===== config.mk =====
export PLATFORM = sky130hd
export DESIGN_NAME = vga_fb_arbiter
export DESIGN_NICKNAME = d
export VERILOG_FILES = /design/src/rtl/vga_fb_arbiter.sv
export SDC_FILE = /design/constraint.sdc
export NUM_CORES = 1
export LEC_CHECK = 0
export BUFFER_PORTS_ARGS = -buffer_cell sky130_fd_sc_hd__buf_4
export CORE_UTILIZATION = 30
export CTS_CLUSTER_DIAMETER = 100
export DETAILED_ROUTE_END_ITERATION = 8
export HOLD_SLACK_MARGIN = 0.05
export PLACE_DENSITY_LB_ADDON = 0.2
export RECOVER_POWER = 25
export SLEW_MARGIN = 30
export SYNTH_ARGS = -nofsm -noshare
export SYNTH_HDL_FRONTEND = slang
export SYNTH_SLANG_ARGS = --single-unit

===== constraint.sdc =====
create_clock -name clk_fba -period 3.1 [get_ports clk_fba]
set_input_delay 0.465 -clock clk_fba [delete_from_list [all_inputs] [get_ports clk_fba]]
set_output_delay 0.465 -clock clk_fba [all_outputs]
set_load 0.05 [all_outputs]

===== src/rtl/vga_fb_arbiter.sv =====
// Framebuffer RAM arbiter for the scoreboard tile display.
// Shares one single-port synchronous RAM between three users, highest priority first:
//   - VGA tile fetch slots, derived combinationally from the pixel counters
//   - the built-in clear sequencer, which fills every tile with CLR_VAL
//   - the scoreboard writer, via a req/ack handshake
// Ports:
//   clk_fba, rst_fba            pixel clock, asynchronous active-low reset
//   horizontal_x_fba,
//   vertical_y_fba              current pixel position from the VGA timing counters
//   wr_req/addr/data/ack_fba    writer handshake; ack is a 1-cycle pulse on the write cycle
//   clr_req/busy/done_fba       clear start pulse, busy level, 1-cycle done pulse
//   ram_addr/we/wdata_fba       RAM command; ram_rdata_fba is valid the cycle after address
//   tile_data_fba               latest fetched tile code for the glyph renderer
module vga_fb_arbiter #(
    parameter int unsigned H_VIZ   = 640,
    parameter int unsigned V_VIZ   = 480,
    parameter int unsigned H_TOTAL = 800,
    parameter int unsigned V_TOTAL = 525,
    parameter int unsigned TILE_SH = 3,
    parameter int unsigned COLS    = 80,
    parameter int unsigned ROWS    = 60,
    parameter int unsigned ADDR_W  = 13,
    parameter int unsigned DATA_W  = 8,
    parameter int unsigned CLR_VAL = 0
) (
    input  logic              clk_fba,
    input  logic              rst_fba,
    input  logic [9:0]        horizontal_x_fba,
    input  logic [9:0]        vertical_y_fba,
    input  logic              wr_req_fba,
    input  logic [ADDR_W-1:0] wr_addr_fba,
    input  logic [DATA_W-1:0] wr_data_fba,
    output logic              wr_ack_fba,
    input  logic              clr_req_fba,
    output logic              clr_busy_fba,
    output logic              clr_done_fba,
    output logic [ADDR_W-1:0] ram_addr_fba,
    output logic              ram_we_fba,
    output logic [DATA_W-1:0] ram_wdata_fba,
    input  logic [DATA_W-1:0] ram_rdata_fba,
    output logic [DATA_W-1:0] tile_data_fba
);

    localparam int unsigned TILE = 1 << TILE_SH;
    localparam logic [ADDR_W-1:0] LAST_ADDR = ADDR_W'(COLS * ROWS - 1);

    typedef enum logic [0:0] {StIdle, StClear} state_e;

    state_e            state_q, state_d;
    logic [ADDR_W-1:0] clr_addr_q, clr_addr_d;
    logic              clr_done_q, clr_done_d;
    logic              rd_pend_q;
    logic [DATA_W-1:0] tile_data_q;

    logic [9:0]        y_next;
    logic              inline_slot, pre_slot, slot;
    logic [ADDR_W-1:0] inline_addr, pre_addr, slot_addr;

    // Fetch slots: one per tile, four pixels ahead of the tile boundary, plus a
    // prefetch of column 0 of the next line near the end of horizontal blanking.
    always_comb begin
        y_next = (vertical_y_fba == 10'(V_TOTAL - 1)) ? 10'd0 : vertical_y_fba + 10'd1;

        inline_slot = (vertical_y_fba < 10'(V_VIZ))
                   && (horizontal_x_fba < 10'(H_VIZ - TILE))
                   && (horizontal_x_fba[TILE_SH-1:0] == TILE_SH'(TILE - 4));
        pre_slot    = (horizontal_x_fba == 10'(H_TOTAL - 4)) && (y_next < 10'(V_VIZ));

        inline_addr = ADDR_W'(vertical_y_fba >> TILE_SH) * ADDR_W'(COLS)
                    + ADDR_W'(horizontal_x_fba >> TILE_SH) + ADDR_W'(1);
        pre_addr    = ADDR_W'(y_next >> TILE_SH) * ADDR_W'(COLS);

        slot      = inline_slot | pre_slot;
        slot_addr = inline_slot ? inline_addr : pre_addr;
    end

    // RAM port mux and clear FSM next state
    always_comb begin
        state_d       = state_q;
        clr_addr_d    = clr_addr_q;
        clr_done_d    = 1'b0;
        ram_addr_fba  = '0;
        ram_we_fba    = 1'b0;
        ram_wdata_fba = '0;
        wr_ack_fba    = 1'b0;

        if (slot) begin
            // Fetch owns the port; clear pauses and writer waits
            ram_addr_fba = slot_addr;
        end else if (state_q == StClear) begin
            ram_we_fba    = 1'b1;
            ram_addr_fba  = clr_addr_q;
            ram_wdata_fba = DATA_W'(CLR_VAL);
            clr_addr_d    = clr_addr_q + ADDR_W'(1);
            if (clr_addr_q == LAST_ADDR) begin
                state_d    = StIdle;
                clr_addr_d = '0;
                clr_done_d = 1'b1;
            end
        end else if (wr_req_fba && rst_fba) begin
            // No writes are issued while reset is held
            ram_we_fba    = 1'b1;
            ram_addr_fba  = wr_addr_fba;
            ram_wdata_fba = wr_data_fba;
            wr_ack_fba    = 1'b1;
        end

        // A writer ack on the start cycle is still honoured above
        if ((state_q == StIdle) && clr_req_fba) begin
            state_d    = StClear;
            clr_addr_d = '0;
        end
    end

    always_ff @(posedge clk_fba or negedge rst_fba) begin
        if (!rst_fba) begin
            state_q     <= StIdle;
            clr_addr_q  <= '0;
            clr_done_q  <= 1'b0;
            rd_pend_q   <= 1'b0;
            tile_data_q <= '0;
        end else begin
            state_q    <= state_d;
            clr_addr_q <= clr_addr_d;
            clr_done_q <= clr_done_d;
            rd_pend_q  <= slot;
            if (rd_pend_q) begin
                tile_data_q <= ram_rdata_fba;
            end
        end
    end

    assign clr_busy_fba  = (state_q == StClear);
    assign clr_done_fba  = clr_done_q;
    assign tile_data_fba = tile_data_q;

endmodule


==> impl_metrics.py <==
metrics = {
    "timing": {
        "worst_slack_ns": -0.277,
        "slew_headroom": 0.150,
        "skew_ns": 0.00480,
        "rsz0062_at_grt": "yes",
        "finalSetupTns_ns": -0.976,
        "finalHoldViolCount": 0,
        "hold_ws_ns": 0.422,
        "drv_slew": 0,
        "worst_pin_slew_ns": 1.28,
        "final.min_clock_period_ns": 3.38,
        "max_freq_ghz": 0.296,
        "finalCritPeriodShare": 1.09,
        "setup_viol": 5,
    },
    "clocking": {
        "clock_path_buffers": 2,
        "h-tree-depth": 1,
        "clock_latency_ns": 0.27,
        "clk_pin_slew_ns": 0.08,
        "holdBufCountCts": 0,
        "cts_root_buffer": "clkbuf_8",
        "cts_tree": "yes",
        "cts_sinks": 24,
        "cts-buffers-inserted": 3,
    },
    "critical_path": {
        "slowest_stage": "fa_2",
        "crit_fanout": 5,
        "cp-end-kind": "output port",
        "path_cells": "buf_6 -> and4_4 -> and3_4 -> nand2_2 -> xnor2_2 -> ha_1 -> inv_2 -> fa_2 -> inv_2 -> a21o_1 -> a21oi_2 -> xor2_1 -> o22ai_1 -> a221o_2 -> buf_8",
        "critPathKind": "in2out",
        "critical_path.max_stage_delay_ns": 0.39,
        "critPathTopFamily": "adder cells",
        "crit_arrival_ns": 2.91,
        "crit_required_ns": 2.63,
        "startpoint_type": "input pin",
        "path_buf_inv": 4,
        "cp_common_cell": "inv_2",
    },
    "die": {
        "die-width_um": 92.4,
        "start_util": 0.314,
        "die_y_um": 92.4,
        "fp-row-count": 32,
        "die_area_um2": 8540,
        "core-area_um2": 7810,
        "io_pins": 86,
    },
    "placement": {
        "routabilityCongestion": 0.819,
        "pre_cts_ws_ns": -0.328,
        "place_area_um2": 3570,
        "dp.cells": 504,
        "dp_hpwl_mm": 6.43,
        "port_buffers": 85,
    },
    "synthesis": {
        "synthArstFlopShare": 1.00,
        "yosysSeqAreaShare": 0.245,
        "syn-mean-instance-area_um2": 8.72,
        "syn_inst": 281,
        "synth_top_area_frac": 0.245,
        "ys_seq_elements": 24,
        "synth_cell_types": 51,
        "synth_warnings": 0,
        "synth_edf_count": 0,
        "yosysTopAreaCell": "dfrtp_1",
        "synth_fp_nets": 361,
        "syn_area_um2": 2450,
        "yosys_most_used_dff": "dfrtp_1",
        "synthTopCellsByArea": "dfrtp_1, ha_1, xnor2_1, a221o_1, nand3_1",
    },
    "global_route": {
        "antenna_found_initial": 0,
        "grt_max_degree": 26,
        "grt_pass1_wl_mm": 12.7,
        "grt-ovfl-total": 0,
        "grtUsageTotal": 0.186,
        "grt_pass1_vias": 2701,
    },
    "route": {
        "drc": 0,
        "dr.pass1.iters": 4,
        "wl_mm": 7.82,
        "avgRoutedWirePerCell_um": 15.3,
        "avgViaCountPerCell": 5.26,
        "drt_iter0_drc": 111,
        "vias": 2694,
        "detail-route-antenna-nets": 0,
    },
    "flow_run": {
        "maxCapViolCount": 0,
    },
    "finish": {
        "antenna_cells": 0,
        "layoutNonFillerInstCount": 512,
        "finish.instance_area_um2": 3800,
        "drive_gt1_frac": 0.437,
        "area_growth_pct": 55.1,
        "finalNetCount": 491,
        "final_util": 0.487,
    },
    "power_and_ir_drop": {
        "peakVddDrop_uv": 204,
        "power_density_nw_per_um2": 455,
        "power.total_mw": 1.73,
        "p_leak_nw": 1.81,
    },
    "run_status": {
        "outcome": "complete, but fails checks",
        "violations": "setup timing",
    },
    "worst_hold_path": {
        "holdCritPathClass": "in2reg",
    },
}
## repair_timing
item,in CTS,in global routing
hold endpoints to repair,0,0
pin swaps,15,10
gates resized for setup,22,8
setup buffers,1,3
endpoints found under the setup margin,5,10
## registers in the layout (all words and copies together), names as in the netlist
register       count
clr_addr_q        13
clr_busy_fba       1
clr_done_fba       1
rd_pend_q          1
tile_data_fba      8
## final timing paths
check                                   from               end  slack (ns)  depth (start not counted)
setup reg to reg               clr_addr_q[0]     clr_addr_q[5]        0.92                          6
setup / recovery           vertical_y_fba[3]  ram_addr_fba[11]       -0.28                         15
hold reg to reg             tile_data_fba[6]  tile_data_fba[6]        0.52                          1
min in group asynchronous            rst_fba    clr_addr_q[12]        0.60                          2
hold / removal              ram_rdata_fba[0]  tile_data_fba[0]        0.42                          2
max in group asynchronous            rst_fba  tile_data_fba[2]        1.75                          2
## cell usage after synthesis (all sizes together) (9+ instances only)
cell,count
ha,25
xor2,9
o21ai,10
dfrtp,24
a221o,11
nand2,21
inv,21
a21oi,9
nand3,19
xnor2,13
nor2,16
and3,11
## logic make-up after synthesis
kind of cell | synth area share
multiplexers | 0.0613
buffers and inverters | 0.0516
AO/OA/AOI/OAI | 0.215
AND/OR/NAND/NOR | 0.205
flip-flops | 0.245
adder cells (fa/ha/maj) | 0.144
XOR/XNOR | 0.0786
## metal layers
layer  GRT usage  vias up  part of all wire
li1            -     1327                 -
met3      0.0172       17             0.034
met2       0.357       70              0.54
met4      0.0638        0             0.026
met1       0.212     1280              0.40
met5           0        -                 0
## area by class of cell
type,instances,area (µm²)
Clock buffer,3,41.3
Inverter,21,78.8
Multi-Input combinational cell,227,1880
Sequential cell,24,601
Tap cell,102,128
Timing Repair Buffer,134,1040
Clock inverter,1,30.0
Fill cell,773,4010
## report_power, final
group | internal, mW | total (mW) | leakage, nW | switching (mW)
Clock | 0.173 | 0.278 | 0.0357 | 0.105
Sequential | 0.388 | 0.484 | 0.304 | 0.0955
Combinational | 0.407 | 0.967 | 1.47 | 0.560
Total | 0.968 | 1.73 | 1.81 | 0.760
## cells in the final DEF (no fill, tap or decap), types with 3 or more instances in the layout
master / netlist / final
buf_4: 1 / 123
dfrtp_1: 24 / 24
nand2_1: 21 / 20
ha_1: 25 / 20
nand3_1: 19 / 18
inv_1: 21 / 18
nor2_1: 16 / 14
and3_1: 11 / 10
xor2_1: 9 / 9
xnor2_1: 13 / 9
a221o_1: 11 / 9
o22ai_1: 8 / 8
mux2_2: 8 / 8
a21oi_1: 9 / 7
buf_6: 1 / 7
nand4_1: 6 / 6
mux2i_1: 6 / 6
o221ai_1: 6 / 6
o211ai_1: 5 / 5
o21ai_0: 6 / 5
a31oi_1: 4 / 4
xnor2_2: 0 / 4
o21ai_1: 4 / 4
a21o_1: 3 / 3
inv_2: 0 / 3
nor4_1: 5 / 3
nor3_1: 4 / 3
ha_2: 0 / 3
clkbuf_8: 0 / 3
Power figures use the tool's default switching activity.
